[config.mk]
export PLATFORM = sky130hd
export DESIGN_NAME = control_suma_teclado
export DESIGN_NICKNAME = d
export VERILOG_FILES = /design/src/rtl/control_suma_teclado.sv
export SDC_FILE = /design/constraint.sdc
export NUM_CORES = 1
export LEC_CHECK = 0
export CAP_MARGIN = 20
export CORE_ASPECT_RATIO = 1.25
export CORE_MARGIN = 2
export CORE_UTILIZATION = 43
export CTS_CLUSTER_SIZE = 40
export DETAILED_ROUTE_END_ITERATION = 12
export PLACE_DENSITY = 0.77
export REMOVE_ABC_BUFFERS = 1
export SYNTH_ARGS = -nofsm -noshare
export SYNTH_HDL_FRONTEND = slang
export SYNTH_SLANG_ARGS = --single-unit
[constraint.sdc]
create_clock -name i_clk -period 4.03 [get_ports i_clk]
set_input_delay 1.0075 -clock i_clk [delete_from_list [all_inputs] [get_ports i_clk]]
set_output_delay 1.0075 -clock i_clk [all_outputs]
set_load 0.03 [all_outputs]
[src/rtl/control_suma_teclado.sv]
// rtl/control_suma_teclado.sv - keypad-to-adder controller: collects two decimal operands,
// launches the shared adder with a start/done handshake, captures the sum and selects the display value.
module control_suma_teclado #(
  parameter int NDIG    = 3,
  parameter int W       = 10,
  parameter int TIMEOUT = 1024
) (
  input  logic         i_clk,
  input  logic         i_rst_n,
  input  logic         i_key_valid,
  input  logic [3:0]   i_key_code,
  output logic         o_sum_start,
  output logic [W-1:0] o_sum_a,
  output logic [W-1:0] o_sum_b,
  input  logic         i_sum_done,
  input  logic [W:0]   i_sum_result,
  output logic [W:0]   o_result,
  output logic         o_result_valid,
  output logic         o_err,
  output logic [1:0]   o_disp_sel,
  output logic [W:0]   o_disp_value,
  output logic [1:0]   o_state
);

  localparam int CW = $clog2(NDIG + 1);
  localparam int TW = $clog2(TIMEOUT + 1);
  localparam logic [CW-1:0] CNT_MAX  = CW'(NDIG);
  localparam logic [TW-1:0] TMO_LAST = TW'(TIMEOUT - 1);
  localparam logic [3:0]    KEY_ENTER = 4'hA;
  localparam logic [3:0]    KEY_CLEAR = 4'hC;

  typedef enum logic [1:0] {
    S_ENTER_A  = 2'd0,
    S_ENTER_B  = 2'd1,
    S_WAIT_SUM = 2'd2,
    S_SHOW     = 2'd3
  } state_t;

  state_t        r_state;
  logic [W-1:0]  r_op_a;
  logic [W-1:0]  r_op_b;
  logic [W:0]    r_result;
  logic [CW-1:0] r_digit_cnt;
  logic [TW-1:0] r_tmo_cnt;
  logic          r_sum_start;
  logic          r_result_valid;
  logic          r_err;
  logic [1:0]    r_disp_sel;

  logic          w_key_digit;
  logic          w_key_enter;
  logic          w_key_clear;
  logic          w_digit_room;
  logic [W-1:0]  w_digit;
  logic [W-1:0]  w_acc_src;
  logic [W-1:0]  w_acc_next;

  assign w_key_digit  = i_key_valid && (i_key_code <= 4'd9);
  assign w_key_enter  = i_key_valid && (i_key_code == KEY_ENTER);
  assign w_key_clear  = i_key_valid && (i_key_code == KEY_CLEAR);
  assign w_digit_room = (r_digit_cnt < CNT_MAX);
  assign w_digit      = {{(W-4){1'b0}}, i_key_code};
  assign w_acc_src    = (r_state == S_ENTER_B) ? r_op_b : r_op_a;
  // op*10 + d without a multiplier
  assign w_acc_next   = (w_acc_src << 3) + (w_acc_src << 1) + w_digit;

  always_ff @(posedge i_clk or negedge i_rst_n) begin
    if (!i_rst_n) begin
      r_state        <= S_ENTER_A;
      r_op_a         <= '0;
      r_op_b         <= '0;
      r_result       <= '0;
      r_digit_cnt    <= '0;
      r_tmo_cnt      <= '0;
      r_sum_start    <= 1'b0;
      r_result_valid <= 1'b0;
      r_err          <= 1'b0;
      r_disp_sel     <= 2'd0;
    end else begin
      r_sum_start <= 1'b0;
      case (r_state)
        S_ENTER_A: begin
          r_disp_sel <= 2'd0;
          if (w_key_digit) begin
            if (w_digit_room) begin
              r_op_a      <= w_acc_next;
              r_digit_cnt <= r_digit_cnt + CW'(1);
            end
          end else if (w_key_enter) begin
            if (r_digit_cnt == '0) begin
              r_op_a <= '0;
            end
            r_digit_cnt <= '0;
            r_disp_sel  <= 2'd1;
            r_state     <= S_ENTER_B;
          end else if (w_key_clear) begin
            r_op_a      <= '0;
            r_digit_cnt <= '0;
          end
        end

        S_ENTER_B: begin
          if (w_key_digit) begin
            if (w_digit_room) begin
              r_op_b      <= w_acc_next;
              r_digit_cnt <= r_digit_cnt + CW'(1);
            end
          end else if (w_key_enter) begin
            r_sum_start <= 1'b1;
            r_tmo_cnt   <= '0;
            r_state     <= S_WAIT_SUM;
          end else if (w_key_clear) begin
            r_op_a         <= '0;
            r_op_b         <= '0;
            r_result       <= '0;
            r_result_valid <= 1'b0;
            r_err          <= 1'b0;
            r_digit_cnt    <= '0;
            r_disp_sel     <= 2'd0;
            r_state        <= S_ENTER_A;
          end
        end

        S_WAIT_SUM: begin
          // keys are dropped here; done has priority over the timeout
          if (i_sum_done) begin
            r_result       <= i_sum_result;
            r_result_valid <= 1'b1;
            r_err          <= 1'b0;
            r_disp_sel     <= 2'd2;
            r_state        <= S_SHOW;
          end else if (r_tmo_cnt == TMO_LAST) begin
            r_result       <= '0;
            r_result_valid <= 1'b0;
            r_err          <= 1'b1;
            r_disp_sel     <= 2'd0;
            r_state        <= S_SHOW;
          end else begin
            r_tmo_cnt <= r_tmo_cnt + TW'(1);
          end
        end

        S_SHOW: begin
          if (w_key_clear || w_key_digit) begin
            r_op_a         <= w_key_digit ? w_digit : '0;
            r_digit_cnt    <= w_key_digit ? CW'(1) : '0;
            r_op_b         <= '0;
            r_result       <= '0;
            r_result_valid <= 1'b0;
            r_err          <= 1'b0;
            r_disp_sel     <= 2'd0;
            r_state        <= S_ENTER_A;
          end
        end

        default: r_state <= S_ENTER_A;
      endcase
    end
  end

  always_comb begin
    o_disp_value = '0;
    case (r_disp_sel)
      2'd0:    o_disp_value = {1'b0, r_op_a};
      2'd1:    o_disp_value = {1'b0, r_op_b};
      2'd2:    o_disp_value = r_result;
      default: o_disp_value = '0;
    endcase
  end

  assign o_sum_start    = r_sum_start;
  assign o_sum_a        = r_op_a;
  assign o_sum_b        = r_op_b;
  assign o_result       = r_result;
  assign o_result_valid = r_result_valid;
  assign o_err          = r_err;
  assign o_disp_sel     = r_disp_sel;
  assign o_state        = r_state;

endmodule
=== Word level (Yosys, flattened, before mapping) ===
Index checks and enable logic that the tools add are counted.

* Flip-flop bits (word level): 51
* Bits of input ports: 19
* Output and inout port bits: 49
* Word-level logic and storage cells: 125

* $add $sub $neg: 4
* Order comparisons: 2
* Equality and inequality tests: 24
* Mux-type cells: 67
* Reductions and logical operators: 18

{| class="wikitable"
|+ Operators by type and width
! operator !! number
|-
| $mux W10 || 12
|-
| $mux W11 || 10
|-
| $pmux W11 S3 || 2
|-
| $mux W2 || 19
|-
| $pmux W10 S3 || 1
|-
| $pmux W11 S2 || 1
|-
| $pmux W10 S2 || 1
|-
| $ne A2 B2 Y1 const B || 9
|-
| $ne A3 B3 Y1 const B || 6
|-
| $reduce_and A6 Y1 || 3
|-
| $pmux W2 S4 || 2
|-
| $reduce_and A5 Y1 || 3
|-
| $mux W1 || 14
|-
| $add A11 B1 Y11 const B || 1
|-
| $eq A11 B10 Y1 const B || 1
|-
| $add A10 B10 Y10 || 1
|-
| $add A10 B4 Y10 || 1
|-
| $mux W9 || 1
|-
| $eq A4 B4 Y1 const B || 2
|-
| $eq A2 B2 Y1 const B || 3
|-
| $logic_not A2 Y1 || 3
|-
| $pmux W1 S3 || 2
|-
| $pmux W2 S3 || 1
|-
| $reduce_bool A3 Y1 || 2
|-
| 10 further kinds || 14
|}

=== Logic depth before layout (Yosys ltp) ===
Gate-level depths: netlist (run 1).

* Depth in word-level cells: 7
* Mapped depth: 13
* Mapped depth without buffers: 11

=== Worst setup path before layout (run 1) ===
Ideal clock, no wire load.

* Path kind: register to register
* From: reg r_state[0], in the netlist o_state[0]
* To: reg r_op_b[8], in the netlist o_sum_b[8]
* Setup time: 0.121 ns
* Data arrival time: 3.310 ns
* Data required time: 3.909 ns
* Path slack: 0.599 ns
* Cell stages (with the launch flop): 13
* Path buffers: 2
* Clock period less this slack: 3.431 ns
* Cell sequence: dfrtp_1 -> buf_2 -> and2b_1 -> clkbuf_1 -> nand2_1 -> o21ai_0 -> fa_1 -> fa_1 -> a211oi_1 -> o21bai_1 -> a21oi_1 -> xnor2_1 -> a22o_1

* Longest elaborated chain between the ends: 7
* Elaborated cells on any way between the ends: 14
* Those cells by class: 2 x add/sub; 6 x eq/ne; 4 x mux; 2 x reduce/logical

{| class="wikitable"
|+ Ends and longest elaborated chain
! what !! line !! RTL
|-
| start: declaration || 39 || <nowiki>state_t r_state;</nowiki>
|-
| start signal: assignment || 69 || <nowiki>r_state <= S_ENTER_A;</nowiki>
|-
| start signal: assignment || 95 || <nowiki>r_state <= S_ENTER_B;</nowiki>
|-
| start signal: assignment || 111 || <nowiki>r_state <= S_WAIT_SUM;</nowiki>
|-
| $eq A2 B1 Y1 || 63, 81 ||
|-
| $mux W9 || 63 || <nowiki>assign w_acc_src = (r_state == S_ENTER_B) ? r_op_b : r_op_a;</nowiki>
|-
| $add A10 B10 Y10 || 65 || <nowiki>assign w_acc_next = (w_acc_src << 3) + (w_acc_src << 1) + w_digit;</nowiki>
|-
| $add A10 B4 Y10 || 65 ||
|-
| $mux W10 || 104 || <nowiki>if (w_digit_room) begin</nowiki>
|-
| $mux W10 || 103 || <nowiki>if (w_key_digit) begin</nowiki>
|-
| $pmux W10 S2 || 81 || <nowiki>case (r_state)</nowiki>
|-
| end signal: assignment || 105 || <nowiki>r_op_b <= w_acc_next;</nowiki>
|-
| end: declaration || 41 || <nowiki>logic [W-1:0] r_op_b;</nowiki>
|}

Parallel ways exist; a longest one is shown, timed or not. The select of a mux whose other input is x is not followed.
A chain may end at the register's enable or synchronous reset.

=== Final worst setup path (run 1) ===
* From: reg r_disp_sel[0], in the netlist o_disp_sel[0]
* To: out o_disp_value[9]

* Longest elaborated chain between the ends: 2
* Elaborated cells on any way between the ends: 4
* Those cells by class: 2 x eq/ne; 1 x mux; 1 x reduce/logical

{| class="wikitable"
|+ Ends and longest elaborated chain
! what !! line !! RTL
|-
| start: declaration || 48 || <nowiki>logic [1:0] r_disp_sel;</nowiki>
|-
| start signal: assignment || 78 || <nowiki>r_disp_sel <= 2'd0;</nowiki>
|-
| start signal: assignment || 83 || <nowiki>r_disp_sel <= 2'd0;</nowiki>
|-
| start signal: assignment || 94 || <nowiki>r_disp_sel <= 2'd1;</nowiki>
|-
| $eq A2 B2 Y1 (tied with other cells) || 163 || <nowiki>case (r_disp_sel)</nowiki>
|-
| $pmux W11 S3 * || 163 ||
|-
| end: declaration || 21 || <nowiki>output logic [W:0] o_disp_value,</nowiki>
|}

Every way passes the cells marked *; elsewhere a longest branch is shown, timed or not.

==> results.py, run 1 <==
metrics = {
    "clock_tree": {
        "clock_latency_ns": 0.30,
        "clk_transition_reported_paths_ns": 0.09,
        "cts-htree-levels": 2,
        "cts-buffers-inserted": 5,
        "cts_setup_buffers": 0,
        "ctsResizeCount": 0,
        "root_buffer": "clkbuf_8",
        "numClockSinks": 51,
        "clock_tree_from_tritoncts": "yes",
        "post_cts_hold_buffer_count": 0,
        "clock_tree.buffer_depth": 2,
    },
    "timing": {
        "grt_setup_unrepaired": "no",
        "final-max-slew-violation-count": 0,
        "setup-tns-final_ns": 0,
        "fin_crit_sh": 0.8745,
        "hold_viol_final": 0,
        "worst_slew_pin_slew_ns": 0.7906,
        "max_freq_mhz": 283.7,
        "final-setup-viol-count": 0,
        "postLayoutSetupSlackWorst_ns": 0.5056,
        "hold-worst-slack_ns": 0.4859,
        "clock-skew-final_ns": 0.004494,
        "slew-limit-headroom": 0.4729,
        "min_tclk_post_route_ns": 3.524,
    },
    "routing": {
        "dr.first_iter.drc_count": 142,
        "drt_pre_antenna_iters": 4,
        "detail_route.drc_violations": 0,
        "route.vias.total": 2688,
        "vias_per_cell": 5.497,
        "routed_wire_length_per_instance_um": 16.34,
        "drt.antenna.violating_nets": 0,
        "route.final.wire_length_um": 7991,
    },
    "power_and_ir_drop": {
        "power.internal_w": 0.001591,
        "net-switching-power_w": 0.001379,
        "power.sequential.fraction": 0.295,
        "power.switching_fraction": 0.4643,
        "power.leakage_nw": 1.695,
        "clock_power_share": 0.122,
        "p_total_w": 0.002970,
        "comb_power_share": 0.582,
        "irDropWorstVdd_mv": 0.4719,
        "power.density_nw_per_um2": 740.0,
    },
    "logic_synthesis": {
        "avgSynthCellArea_um2": 9.561,
        "synth_largest_area_cell": "dfrtp_1",
        "synth-async-reset-ratio": 1.000,
        "synth_top_cell_area_share": 0.4057,
        "synthesis.area_um2": 3146,
        "synthesis.yosys.warnings": 0,
        "synth-main-ff-cell": "dfrtp_1",
        "post_synth_inst_count": 329,
        "synth_sequential_area_ratio": 0.4057,
        "synth-seq-cells": 51,
        "yosys-top-cells-area": "dfrtp_1, nand2_1, ha_1",
        "synthDistinctLibCells": 57,
        "synth_edf_count": 0,
    },
    "critical_path": {
        "rrSetupSlack_ns": 0.78,
        "cp_max_fo": 13,
        "arrival_worst_endpoint_ns": 2.52,
        "timing.rr.end": "o_sum_b[8]",
        "worstPathRequired_ns": 3.02,
        "worstSetupEndpointType": "output port",
        "critical_path_class": "flop to output port",
        "r2r_cells": 10,
        "startpoint_type": "flop",
    },
    "placed_design": {
        "dpl_cell_area_um2": 3897,
        "detailedPlace.worstSlack_ns": 0.5251,
        "port_buffers": 67,
        "place_congestion": 0.9008,
        "estimated_wirelength_of_the_detail_placed_design_um": 6131,
    },
    "status": {
        "outcome": "finished, final reports clean",
    },
    "die": {
        "die_width_um": 80.50,
        "fp.dieArea_um2": 8020,
        "floorplan.initialDensity": 0.4481,
        "die_h_um": 99.63,
        "number_of_i_o_pins": 68,
        "placeableCoreArea_um2": 7019,
        "num_rows": 34,
    },
    "finish": {
        "n_antenna_cell": 0,
        "finalInstanceArea_um2": 4014,
        "final_nets": 434,
        "fillCellCount": 624,
        "drive_above_1_share": 0.07769,
        "syn_to_final_growth_pct": 27.61,
    },
    "grt": {
        "overflow": 0,
        "grt_util_all_layers": 0.2080,
        "antenna_violations_before_repair": 0,
        "grt_start_max_net_pins": 37,
        "grt_pass1_vias": 2723,
        "wire_length_of_the_first_global_routing_pass_um": 13250,
    },
    "hold_path": {
        "min_from": "o_result_valid",
        "timing.hold.worst_path_depth": 1,
        "timing.hold.worst.class": "flop to flop",
        "hold-path-endpoint": "o_result_valid",
    },
    "job": {
        "cap_viol_max_count": 0,
    },
}
stage by stage:
| stage | util | std cells |
|---|---|---|
| final | 0.5718 | 489 |
| after global routing | 0.5718 | 489 |
| after CTS | 0.5718 | 489 |
| after detailed placement | 0.5553 | 481 |
| after global placement | 0.5553 | 481 |
| after floorplan | - | 317 |
cells in the mapped netlist, types with 6 or more instances:
cell / instances
ha_1: 15
nor3_1: 8
mux2i_1: 11
o21ai_0: 32
nand3_1: 6
nor2_1: 15
a21oi_1: 10
a22o_1: 18
xnor2_1: 14
dfrtp_1: 51
inv_1: 10
nand2_1: 61
worst max path at each step:
stage	start	endpoint	slack, ns	depth (start not counted)
final	o_disp_sel[0]	o_disp_value[9]	0.51	4
after global routing	o_disp_sel[0]	o_disp_value[1]	0.34	4
after CTS	o_disp_sel[0]	o_disp_value[9]	0.49	4
after detailed placement	i_key_code[3]	o_sum_b[8]	0.53	8
after global placement	i_key_code[3]	o_sum_b[8]	0.54	8
after floorplan	o_state[0]	o_sum_b[8]	0.77	10
logic make-up after synthesis:
logic type      synth area share
fa+ha+maj                0.07597
compound gates            0.2271
buf+inv                  0.03818
flops                     0.4057
mux                      0.03501
simple gates              0.1734
xor+xnor                 0.04455
worst max-delay path: stages (launching register included):
cell and delay (ns):
dfrtp_1 0.65, nor2_1 0.62, nand2_1 0.13, o21ai_0 0.10, clkdlybuf4s50_1 0.71
power by group through the flow:
stage,Clock [W],Sequential (W),Combinational (W)
6_report,0.000364,0.000877,0.00173
5_1_grt,0.000396,0.000904,0.00187
4_1_cts,0.000374,0.000876,0.00173
3_5_place_dp,0,0.000885,0.00172
3_3_place_gp,0,0.000878,0.00169
2_1_floorplan,0,0.00112,0.000825
cell type report:
cell class | count | area (µm²) | area share
Timing Repair Buffer | 74 | 718.2 | 0.1789
Sequential cell | 51 | 1276 | 0.3180
Tap cell | 90 | 112.6 | 0.02805
Inverter | 11 | 41.29 | 0.01029
Multi-Input combinational cell | 255 | 1749 | 0.4358
Clock buffer | 5 | 68.82 | 0.01714
Clock inverter | 3 | 47.55 | 0.01185
layer usage:
| metal | vias to the layer above | share of wire | track usage |
|---|---|---|---|
| met5 | - | 0 | 0 |
| met4 | 0 | 0.0079 | 0.05085 |
| met3 | 4 | 0.035 | 0.01996 |
| met2 | 74 | 0.53 | 0.3686 |
| met1 | 1287 | 0.43 | 0.2711 |
| li1 | 1323 | - | - |
flip-flops by register name (all words and copies together), names as in the netlist, 2 cells and up, named ones only:
register / cells
r_digit_cnt: 2
o_result: 11
o_sum_b: 10
r_tmo_cnt: 11
o_sum_a: 10
o_disp_sel: 2
cells in the final DEF, fill, tap and decap left out, drive strengths merged, types with 3 or more instances in the layout:
cell type,instances
clkbuf,5
xnor2,14
clkdlybuf4s50,66
o21bai,4
a21oi,10
nor3,9
nor2,15
mux2i,11
dfrtp,51
o21ai,34
a22o,18
nand2,62
inv,11
ha,15
nand4,3
buf,8
a21o,4
nand3,7
nand2b,3
o31ai,3
a211oi,4
No activity file was read; power rests on OpenSTA's default activity.
==> inputs of run 2 (changes only) <==
GPL_TIMING_DRIVEN = 1   (was default)
==> results of run 2 <==
The final DEF is identical to that of run 1; final timing and power are the same.
==> inputs of run 3 (changes only) <==
RECOVER_POWER = 25   (was default)
==> results.py, run 3 (synthesis results as in run 1) <==
metrics = {
    "status": {
        "outcome": "complete, but fails checks",
        "violations": "max-capacitance violations, max-slew violations",
    },
    "die": {
        "floorplan.initialDensity": 0.4481,
        "fp.dieArea_um2": 8020,
        "die_h_um": 99.63,
        "num_rows": 34,
        "number_of_i_o_pins": 68,
        "die_width_um": 80.50,
        "placeableCoreArea_um2": 7019,
    },
    "routing": {
        "drt_pre_antenna_iters": 4,
        "vias_per_cell": 5.540,
        "routed_wire_length_per_instance_um": 16.49,
        "drt.antenna.violating_nets": 0,
        "route.vias.total": 2709,
        "detail_route.drc_violations": 0,
        "dr.first_iter.drc_count": 139,
        "route.final.wire_length_um": 8065,
    },
    "finish": {
        "syn_to_final_growth_pct": 27.45,
        "multi_input_comb_area_um2": 1749,
        "final_nets": 434,
        "seq_area_um2": 1276,
        "n_antenna_cell": 0,
        "fillCellCount": 627,
        "most-common-layout-cells": "clkdlybuf4s50_1, nand2_1, dfrtp_1, o21ai_0, a22o_1",
        "layout.cells.most_common": "clkdlybuf4s50_1",
        "drive_above_1_share": 0.07268,
    },
    "power_and_ir_drop": {
        "power.density_nw_per_um2": 742.7,
        "power.leakage_nw": 1.689,
        "irDropWorstVdd_mv": 0.4733,
    },
    "critical_path": {
        "worstPathCellList": "nor2_1 > nand2_1 > o21ai_0 > clkdlybuf4s50_1",
        "startpoint_type": "flop",
        "worstSetupEndpointType": "output port",
        "arrival_worst_endpoint_ns": 2.51,
        "critical_path_class": "flop to output port",
        "critical-path-max-stage-delay_ns": 0.71,
        "cp_max_fo": 13,
        "crit_path_top_delay_cell": "clkdlybuf4s50_1",
        "worstPathRequired_ns": 3.02,
    },
    "placed_design": {
        "port_buffers": 67,
        "place_congestion": 0.9008,
        "estimated_wirelength_of_the_detail_placed_design_um": 6131,
    },
    "timing": {
        "setup-tns-final_ns": 0,
        "min_tclk_post_route_ns": 3.518,
        "hold_viol_final": 0,
        "grt_setup_unrepaired": "no",
        "final-setup-viol-count": 0,
        "hold-worst-slack_ns": 0.4859,
        "fin_crit_sh": 0.8728,
        "final-max-slew-violation-count": 37,
        "max_freq_mhz": 284.3,
        "clock-skew-final_ns": 0.004750,
        "worst_slew_pin_slew_ns": 1.887,
        "slew-limit-headroom": -0.2577,
    },
    "grt": {
        "antenna_violations_before_repair": 0,
        "grt_start_max_net_pins": 37,
        "overflow": 0,
        "grt_util_all_layers": 0.2080,
        "wire_length_of_the_first_global_routing_pass_um": 13250,
        "grt_pass1_vias": 2723,
    },
    "clock_tree": {
        "post_cts_hold_buffer_count": 0,
        "cts_setup_buffers": 0,
        "root_buffer": "clkbuf_8",
        "clk_transition_reported_paths_ns": 0.09,
        "numClockSinks": 51,
        "cts-buffers-inserted": 5,
        "cts-htree-levels": 2,
        "clock_latency_ns": 0.30,
        "ctsResizeCount": 0,
        "clock_tree.buffer_depth": 2,
        "clock_tree_from_tritoncts": "yes",
    },
    "hold_path": {
        "timing.hold.worst.class": "flop to flop",
    },
    "job": {
        "cap_viol_max_count": 1,
    },
}
[run 3: changes by cell type in the layout (fill, tap and decap cells not counted)]
cell and delta:
clkbuf_1 +2, buf_2 -1, buf_4 -1
[run 3: through the flow]
step	area [µm²]	power, W	util	worst slack (ns)	std cells
after floorplan	3067	0.001949	-	0.7654	317
after global placement	3897	0.002572	0.5553	0.5416	481
after detailed placement	3897	0.002609	0.5553	0.5251	481
after CTS	4014	0.002983	0.5718	0.4882	489
after global routing	4009	0.003167	0.5711	0.3393	489
final	4009	0.002978	0.5711	0.5125	489
[run 3: cell type report]
cell class,instances,area share
repair buffers,74,0.1779
clock buffers,5,0.01717
clock inverters,3,0.01186
flip-flops and latches,51,0.3184
well taps,90,0.02809
inverters,11,0.01030
multi-input cells,255,0.4363
[run 3: per-layer routing]
layer,global-route usage,vias up,part of all wire
li1,-,1320,-
met1,0.2711,1302,0.44
met2,0.3686,79,0.52
met3,0.01996,8,0.032
met4,0.05085,0,0.0088
met5,0,-,0
[run 3: power breakdown]
part / switching, W / internal (W)
Combinational: 0.00101 / 0.000729
Sequential: 0.000204 / 0.000674
Clock: 0.000176 / 0.000188
[run 3: worst max-delay path, delay by kind of cell (launching register included)]
kind / cells / cell delay, ns
flops: 1 / 0.64
simple gates: 2 / 0.75
buf+inv: 1 / 0.71
compound gates: 1 / 0.10
[run 3: final timing paths]
check	start	end	slack [ns]	cells past startpoint
setup / recovery	o_disp_sel[0]	o_disp_value[9]	0.51	4
hold / removal	o_result_valid	o_result_valid	0.49	1
setup reg to reg	o_state[0]	o_sum_b[8]	0.75	10
hold reg to reg	o_result_valid	o_result_valid	0.49	1
max in group asynchronous	i_rst_n	o_state[0]	1.25	2
min in group asynchronous	i_rst_n	o_sum_b[5]	1.21	1
